File: src/rtl/approx_mult_pkg.sv
// Shared types and helpers for the iterative approximate multiplier.
package approx_mult_pkg;

    typedef enum logic [1:0] {IDLE, CALC, DONE} state_t;

    localparam int DEF_WIDTH  = 16;
    localparam int DEF_PROD_W = 2 * DEF_WIDTH;

    // Keep-mask with the k low bits cleared; callers slice it to their operand width.
    function automatic logic [63:0] trunc_mask(input int unsigned k);
        return ~((64'd1 << k) - 64'd1);
    endfunction

endpackage

File: src/rtl/approx_operand_prep.sv
// Operand conditioning: optional LSB truncation, then sign/magnitude split.
module approx_operand_prep
    import approx_mult_pkg::*;
#(
    parameter int WIDTH = DEF_WIDTH,
    parameter int KW    = $clog2(WIDTH)
) (
    input  logic [WIDTH-1:0] in_x,
    input  logic             in_signed,
    input  logic             approx_en,
    input  logic [KW-1:0]    trunc_k,
    output logic [WIDTH-1:0] out_mag,
    output logic             out_sign
);

    logic [63:0]      w_mask_full;
    logic [WIDTH-1:0] w_xt;

    always_comb begin
        w_mask_full = trunc_mask(32'(trunc_k));
        w_xt        = approx_en ? (in_x & w_mask_full[WIDTH-1:0]) : in_x;
        out_sign    = in_signed & w_xt[WIDTH-1];
        // Negating the most negative value wraps back to 2^(WIDTH-1), which is its magnitude.
        out_mag     = out_sign ? (~w_xt + WIDTH'(1)) : w_xt;
    end

endmodule

File: src/rtl/approx_mult_iter.sv
// Iterative shift-add multiplier with signed mode, operand truncation and
// valid/ready handshakes; fixed WIDTH-cycle latency from accept to result.
module approx_mult_iter
    import approx_mult_pkg::*;
#(
    parameter int WIDTH = DEF_WIDTH,
    parameter int KW    = $clog2(WIDTH)
) (
    input  logic               clk,
    input  logic               rst_n,
    input  logic               in_valid,
    output logic               in_ready,
    input  logic [WIDTH-1:0]   in_a,
    input  logic [WIDTH-1:0]   in_b,
    input  logic               in_signed,
    input  logic               approx_en,
    input  logic [KW-1:0]      trunc_k,
    output logic               out_valid,
    input  logic               out_ready,
    output logic [2*WIDTH-1:0] out_product,
    output logic               busy
);

    localparam int PW = 2 * WIDTH;

    state_t           r_state;
    logic [KW-1:0]    r_cnt;
    logic [PW-1:0]    r_acc;
    logic [WIDTH-1:0] r_ma;
    logic [WIDTH-1:0] r_mb;
    logic             r_neg;
    logic [PW-1:0]    r_product;
    logic             r_out_valid;
    logic             r_busy;

    logic [WIDTH-1:0] w_mag_a;
    logic [WIDTH-1:0] w_mag_b;
    logic             w_sign_a;
    logic             w_sign_b;
    logic [PW-1:0]    w_ma_sh;
    logic [PW-1:0]    w_acc_next;
    logic             w_last;

    approx_operand_prep #(.WIDTH(WIDTH), .KW(KW)) u_prep_a (
        .in_x      (in_a),
        .in_signed (in_signed),
        .approx_en (approx_en),
        .trunc_k   (trunc_k),
        .out_mag   (w_mag_a),
        .out_sign  (w_sign_a)
    );

    approx_operand_prep #(.WIDTH(WIDTH), .KW(KW)) u_prep_b (
        .in_x      (in_b),
        .in_signed (in_signed),
        .approx_en (approx_en),
        .trunc_k   (trunc_k),
        .out_mag   (w_mag_b),
        .out_sign  (w_sign_b)
    );

    always_comb begin
        w_ma_sh    = {{WIDTH{1'b0}}, r_ma} << r_cnt;
        w_acc_next = r_mb[r_cnt] ? (r_acc + w_ma_sh) : r_acc;
        w_last     = (r_cnt == KW'(WIDTH - 1));
    end

    always_ff @(posedge clk or negedge rst_n) begin
        if (!rst_n) begin
            r_state     <= IDLE;
            r_cnt       <= '0;
            r_acc       <= '0;
            r_ma        <= '0;
            r_mb        <= '0;
            r_neg       <= 1'b0;
            r_product   <= '0;
            r_out_valid <= 1'b0;
            r_busy      <= 1'b0;
        end else begin
            case (r_state)
                IDLE: begin
                    if (in_valid) begin
                        r_ma    <= w_mag_a;
                        r_mb    <= w_mag_b;
                        r_neg   <= w_sign_a ^ w_sign_b;
                        r_acc   <= '0;
                        r_cnt   <= '0;
                        r_busy  <= 1'b1;
                        r_state <= CALC;
                    end
                end
                CALC: begin
                    r_acc <= w_acc_next;
                    r_cnt <= r_cnt + KW'(1);
                    // The last partial product is folded in and the sign applied in the same edge.
                    if (w_last) begin
                        r_product   <= r_neg ? (~w_acc_next + PW'(1)) : w_acc_next;
                        r_out_valid <= 1'b1;
                        r_state     <= DONE;
                    end
                end
                DONE: begin
                    if (out_ready) begin
                        r_out_valid <= 1'b0;
                        r_busy      <= 1'b0;
                        r_state     <= IDLE;
                    end
                end
                default: r_state <= IDLE;
            endcase
        end
    end

    assign in_ready    = (r_state == IDLE);
    assign out_valid   = r_out_valid;
    assign out_product = r_product;
    assign busy        = r_busy;

endmodule

File: config.mk
export PLATFORM = sky130hd
export DESIGN_NAME = approx_mult_iter
export DESIGN_NICKNAME = d
export VERILOG_FILES = /design/src/rtl/approx_mult_pkg.sv /design/src/rtl/approx_operand_prep.sv /design/src/rtl/approx_mult_iter.sv
export SDC_FILE = /design/constraint.sdc
export NUM_CORES = 1
export LEC_CHECK = 0
export BUFFER_PORTS_ARGS = -buffer_cell sky130_fd_sc_hd__buf_2
export CORE_ASPECT_RATIO = 0.75
export CORE_UTILIZATION = 56
export CTS_CLUSTER_SIZE = 20
export DETAILED_ROUTE_END_ITERATION = 8
export PLACE_DENSITY = 0.83
export SYNTH_ARGS = -nofsm -noshare
export SYNTH_HDL_FRONTEND = slang
export SYNTH_HIERARCHICAL = 1
export SYNTH_SLANG_ARGS = --single-unit
export TNS_END_PERCENT = 30
File: constraint.sdc
create_clock -name clk -period 5.1 [get_ports clk]
set_clock_uncertainty 0.15 [all_clocks]
set_input_delay 0.255 -clock clk [delete_from_list [all_inputs] [get_ports clk]]
set_output_delay 0.255 -clock clk [all_outputs]
set_load 0.005 [all_outputs]
# == Word level (Yosys, flattened, before mapping) ==
# Cells that the tools add are included.
# word_totals
ff_bits,105
inputBits,42
output_inout_bits,35
word_cells,64
# classes
n_addsub,6
order_cmp,1
n_eq_ne,6
shift,2
n_mux,21
bitwise,9
reduce_logical,10
# op_table
cell,n
2-to-1 mux 32 bit,3
2-to-1 mux 16 bit,4
case mux 32 bit (2 select lines),1
NOT 16 bit,3
adder 16 x 1 -> 16 bit (second input constant),2
adder 32 x 1 -> 32 bit (second input constant),1
adder 32 bit,1
AND 16 bit,2
NOT 32 bit,1
left shift 16 x 4 -> 32 bit,1
left shift 1 x 4 -> 16 bit (first input constant),1
subtractor 16 x 1 -> 16 bit (second input constant),1
AND reduction 3 bit,3
case mux 4 bit (2 select lines),1
2-to-1 mux 2 bit,3
!= test 2 bit (second input constant),3
case mux 2 bit (3 select lines),1
AND reduction 2 bit,3
nonzero test 2 bit,3
less-than comparator 4 x 5 -> 1 bit (second input constant),1
adder 4 x 1 -> 4 bit (second input constant),1
binary-select mux 1 bit (select 4 bit),1
== test 4 bit (second input constant),1
2-to-1 mux 1 bit,4
7 further kinds,9

# == Longest topological paths before layout ==
# logic_depth
depth_word,8
ltp_mapped,21

# == Modules after synthesis ==
# The synthesis kept the hierarchy.
# by_module_without_submodules
mod,instances,cells_per_inst,area_each_um2,seq_area_each_um2
approx_mult_iter,1,988,8008.9,2627.5
approx_operand_prep at u_prep_a,1,115,782.0,0.0
approx_operand_prep at u_prep_b,1,118,774.5,0.0

# == Worst setup path after synthesis ==
# Ideal clock, no wire load.
# synth_timing
path_type,reg-to-reg
from,register r_cnt[0]
to,"register r_product[29], in the netlist out_product[29]"
setup_time_ps,131
arrival_time_ps,4613
required_ps,4819
path_slack_ps,206
path_stages_with_launch,21
path_buffers,3
cell_sequence,dfrtp_1 > buf_6 > clkbuf_1 > mux2_2 > o21ai_0 > nor2_1 > a21oi_1 > a21oi_1 > ha_1 > clkbuf_1 > nand2_1 > o21ai_0 > mux2_2 > a31o_2 > a311oi_1 > o41a_1 > and4b_1 > and2_1 > a41oi_1 > xnor2_1 > o21ai_1
# synth_via
elab_chain_len,6
# synth_lines
item,line_no,text
from (decl),approx_mult_iter.sv:27,logic [KW-1:0] r_cnt;
from (signal assigned),approx_mult_iter.sv:94,r_cnt <= r_cnt + KW'(1);
left shift 16 x 4 -> 32 bit or binary-select mux 1 bit (select 4 bit) (tied branches),"approx_mult_iter.sv:63, approx_mult_iter.sv:64",
adder 32 bit or 2-to-1 mux 1 bit (tied branches),approx_mult_iter.sv:64,w_acc_next = r_mb[r_cnt] ? (r_acc + w_ma_sh) : r_acc;
2-to-1 mux 32 bit,approx_mult_iter.sv:64,
NOT 32 bit,approx_mult_iter.sv:97,r_product <= r_neg ? (~w_acc_next + PW'(1)) : w_acc_next;
adder 32 x 1 -> 32 bit,approx_mult_iter.sv:97,
2-to-1 mux 32 bit,approx_mult_iter.sv:97,
to (signal assigned),approx_mult_iter.sv:97,
to (decl),approx_mult_iter.sv:32,logic [PW-1:0] r_product;
# Parallel ways exist; a longest one is shown, timed or not. The select of a mux whose other input is x is not followed.
# A chain may end at the register's enable or synchronous reset.

# == Worst setup path after layout ==
# layout_timing
from,register r_cnt[0]
to,"register r_product[30], in the netlist out_product[30]"
# Same word-level chain as after synthesis.

==> metrics.sh <==
CAP_VIOL_MAX_COUNT=0
TIMING.HOLD.WORST.START='in_valid'
CRITPATHREQUIREDTIME_PS=5180
MEAN_POST_SYNTH_CELL_AREA_UM2=7.83
FINISH.UTILIZATION=0.656
GRT_FIRST_PASS_WIRELENGTH_UM=44000
DIE_AREA_UM2=17600
DRT_ITER0_DRC=1191
WHS_PS=104
CLK_ROOT_BUFFER_CELL='sky130_fd_sc_hd__clkbuf_16'
YOSYS-TOP-CELLS-AREA='sky130_fd_sc_hd__dfrtp_1 (27%), sky130_fd_sc_hd__nand2_1 (9.5%), sky130_fd_sc_hd__o21ai_0 (5.9%)'
DETAIL_ROUTE.FIRST_PASS.ITERATIONS=7
DIE-WIDTH_UM=153
DETAILED_PLACE_HPWL_UM=20600
GRT_START_MAX_NET_PINS=66
AREA_LEADER_NETLIST='sky130_fd_sc_hd__dfrtp_1'
ROUTE.FINAL.WIRE_LENGTH_UM=27500
DIODES=0
DESIGN.PORTCOUNT=77
CLOCK-SINKS=105
WL_PER_CELL_UM=18.2
SETUP_VIOL_COUNT_FINAL=0
CORE.ROWCOUNT=40
TIMING.HOLD.WORST_PATH_DEPTH=3
FLOORPLAN.INITIALDENSITY=0.584
CRIT_FANOUT=8
CTS-BUFFERS-INSERTED=9
FIN_CRIT_SH=0.965
STATUS='finished clean'
GRT_USAGE=0.313
POSTLAYOUTSETUPSLACKWORST_PS=176
VIAS=9620
MAXCLOCKFREQUENCY_MHz=203
MAPPEDNETLISTNETS=1301
MAX_TRANSITION_VIOLS_FINAL=0
PORTBUFFERS=76
GRT_REMAINING_OVERFLOW=0
WORSTSETUPENDPOINTTYPE='flop'
AREA.GROWTH.SYNTH_TO_FINAL_PCT=12.2
TIGHTESTPINTRANSITION_PS=1170
FIRST_GLOBAL_VIAS=8366
SYNTH_TOP_AREA_SHARE=0.275
PRE_CTS_SLACK_PS=-17.7
HOLD-PATH-ENDPOINT='busy$_DFFE_PN0P_'
VIASPERCELL=6.39
DIE_H_UM=115
SYNTH.YOSYS.WARNINGS=6
SEQ_AREA_FRAC_SYNTH=0.275
GLOBALPLACE.CONGESTION=1.00
WORST_SETUP_HOLD_PATH_CLK_SLEW_PS=90
TOP_LIBRARY_CELLS_BY_USAGE_IN_THE_LAYOUT_FILL_AND_TAPS_ASIDE='sky130_fd_sc_hd__nand2_1 (242), sky130_fd_sc_hd__o21ai_0 (109), sky130_fd_sc_hd__dfrtp_1 (104), sky130_fd_sc_hd__buf_2 (75), sky130_fd_sc_hd__a21oi_1 (71)'
LAYOUT_COMMONEST_CELL='sky130_fd_sc_hd__nand2_1'
WORSTSETUPPATHTYPE='reg -> reg'
CTS_TREE='yes'
WORSTHOLDPATHTYPE='in -> reg'
POSTSYNTH.ASYNCRESETSHARE=1.00
GRT_ANTENNA_BEFORE_REPAIR=0
ARRIVAL_PS=5000
YS_SEQ_ELEMENTS=105
RRSETUPSLACK_PS=180
DRC=0
FINAL_NETS=1370
MAPPEDNETLISTAREA_UM2=9570
ANTENNA_LEFT=0
HTREE_NUM_LEVELS=3
FF2FF_PATH_DEPTH=17
FLOORPLAN.CORE_AREA_UM2=16400
WORST_R2R_STARTPOINT='r_cnt[0]$_DFFE_PN0P_'
CTS_BUFFER_DEPTH=2
CRIT-REG2REG-CAPTURE='out_product[30]$_DFFE_PN0P_'
SLEW_HEADROOM=0.223
NUMBER_OF_FLOPS_MAPPED_TO_ENABLE_CELLS_BY_YOSYS=0
POST_ROUTE_CELLS_DRIVE_ABOVE_1_SHARE=0.181
CLK-INSERTION-DELAY-LATE_PS=360
SYNTH_FF_TYPE='sky130_fd_sc_hd__dfrtp_1'
TIMING.CRITICAL_PATH.FROM_TYPE='flop'
PERIOD_MINUS_SLACK_PS=4920
SYNTH_CELLS=1221
SYNTHDISTINCTLIBCELLS=104
TIMING.FINAL.HOLD_VIOLATIONS=0
## area by class of cell
class / count / area [um2]
inverters: 29 / 113
repair buffers: 139 / 861
fillers: 1369 / 5640
well taps: 210 / 263
flip-flops and latches: 105 / 2630
clock inverters: 7 / 75.1
multi-input cells: 1006 / 6560
clock buffers: 9 / 225
## cells in the mapped netlist, types with 4 or more instances
| master | number |
|---|---|
| sky130_fd_sc_hd__and2_1 | 10 |
| sky130_fd_sc_hd__o311ai_0 | 4 |
| sky130_fd_sc_hd__and3_1 | 10 |
| sky130_fd_sc_hd__or3_1 | 11 |
| sky130_fd_sc_hd__a31o_2 | 4 |
| sky130_fd_sc_hd__nand4_1 | 22 |
| sky130_fd_sc_hd__o211ai_1 | 5 |
| sky130_fd_sc_hd__or2_2 | 4 |
| sky130_fd_sc_hd__clkbuf_1 | 52 |
| sky130_fd_sc_hd__ha_1 | 37 |
| sky130_fd_sc_hd__nor2b_1 | 8 |
| sky130_fd_sc_hd__xnor2_1 | 47 |
| sky130_fd_sc_hd__and4_1 | 4 |
| sky130_fd_sc_hd__buf_6 | 7 |
| sky130_fd_sc_hd__nor4_1 | 10 |
| sky130_fd_sc_hd__mux2_2 | 7 |
| sky130_fd_sc_hd__a21oi_1 | 74 |
| sky130_fd_sc_hd__a211oi_1 | 11 |
| sky130_fd_sc_hd__nand2b_1 | 9 |
| sky130_fd_sc_hd__nor2_1 | 61 |
| sky130_fd_sc_hd__buf_1 | 6 |
| sky130_fd_sc_hd__o31ai_2 | 5 |
| sky130_fd_sc_hd__xor2_1 | 19 |
| sky130_fd_sc_hd__mux2i_1 | 26 |
| sky130_fd_sc_hd__or4_1 | 6 |
| sky130_fd_sc_hd__nor3b_1 | 4 |
| sky130_fd_sc_hd__nand2_1 | 242 |
| sky130_fd_sc_hd__o31ai_1 | 12 |
| sky130_fd_sc_hd__inv_1 | 28 |
| sky130_fd_sc_hd__o21ai_0 | 113 |
| sky130_fd_sc_hd__nor3_1 | 27 |
| sky130_fd_sc_hd__nand3_1 | 51 |
| sky130_fd_sc_hd__dfrtp_1 | 105 |
| sky130_fd_sc_hd__a31oi_1 | 13 |
| sky130_fd_sc_hd__nor4b_1 | 4 |
| sky130_fd_sc_hd__o21ai_1 | 18 |
| sky130_fd_sc_hd__a21o_1 | 23 |
| sky130_fd_sc_hd__buf_2 | 12 |
| sky130_fd_sc_hd__buf_4 | 4 |
| sky130_fd_sc_hd__o21a_1 | 9 |
## critical path, stage by stage, from the launching register on
cell                        delay (ps)
sky130_fd_sc_hd__dfrtp_2           460
sky130_fd_sc_hd__clkbuf_4          230
sky130_fd_sc_hd__mux4_2            520
sky130_fd_sc_hd__mux2i_1           240
sky130_fd_sc_hd__o32ai_1           150
sky130_fd_sc_hd__ha_1              420
sky130_fd_sc_hd__nand4_1           200
sky130_fd_sc_hd__or3_1             410
sky130_fd_sc_hd__o2111ai_1         200
sky130_fd_sc_hd__o32a_1            310
sky130_fd_sc_hd__buf_4             190
sky130_fd_sc_hd__xor2_1             90
sky130_fd_sc_hd__mux2i_1           220
sky130_fd_sc_hd__and4b_2           340
sky130_fd_sc_hd__nand3_2           150
sky130_fd_sc_hd__o31ai_2           300
sky130_fd_sc_hd__xnor2_1           150
sky130_fd_sc_hd__o21ai_1            70
## sequential cells by signal (all words and copies together) (netlist names)
name         flops
out_product     32
busy             1
r_state          2
r_mb            16
r_neg            1
r_cnt            4
r_acc           32
out_valid        1
r_ma            16
## cells by family (layout without fill, tap and decap cells)
kind of cell,Yosys count,in the layout,synth area share
and+or+nand+nor,503,503,0.252
AOI/OAI and AO/OA,356,356,0.252
buffers and inverters,110,184,0.0518
DFF,105,105,0.275
xor gates and xnor gates,66,66,0.0604
muxes,43,43,0.0585
adders and majority gates,38,38,0.0505
## worst max path at each step
stage	start	endpoint	slack, ps
6_report	r_cnt[0]$_DFFE_PN0P_	out_product[30]$_DFFE_PN0P_	180
5_1_grt	r_cnt[0]$_DFFE_PN0P_	out_product[30]$_DFFE_PN0P_	-40
4_1_cts	r_cnt[0]$_DFFE_PN0P_	out_product[31]$_DFFE_PN0P_	130
3_5_place_dp	r_cnt[0]$_DFFE_PN0P_	out_product[31]$_DFFE_PN0P_	-20
3_3_place_gp	r_cnt[0]$_DFFE_PN0P_	out_product[31]$_DFFE_PN0P_	30
2_1_floorplan	r_cnt[0]$_DFFE_PN0P_	out_product[29]$_DFFE_PN0P_	210
## per-stage QoR
stage / cell area, um2 / cells / TNS [ps]
after floorplan: 9570 / 1221 / 0
after global placement: 10300 / 1482 / 0
after detailed placement: 10300 / 1482 / -17.7
after CTS: 10600 / 1500 / 0
after global routing: 10700 / 1505 / -114
final: 10700 / 1505 / 0
## layer usage
metal / wire, um / GRT usage / vias to the layer above
met1: 13000 / 0.491 / 4497
met4: 358 / 0.0673 / 0
li1: - / - / 4562
met3: 3030 / 0.0614 / 43
met5: 0 / 0 / -
met2: 11100 / 0.435 / 518
## repair_timing
action | CTS | global route
gates resized for setup | 1 | 24
buffers inserted | 0 | 5
endpoints found under the hold margin | 41 | 0
pin swaps | 0 | 4
hold buffers | 2 | 0
endpoints found under the setup margin | 4 | 18
Power is left out: the tool's default activity adds up to more than one toggle a clock period on the data nets, which glitch-free logic cannot reach.
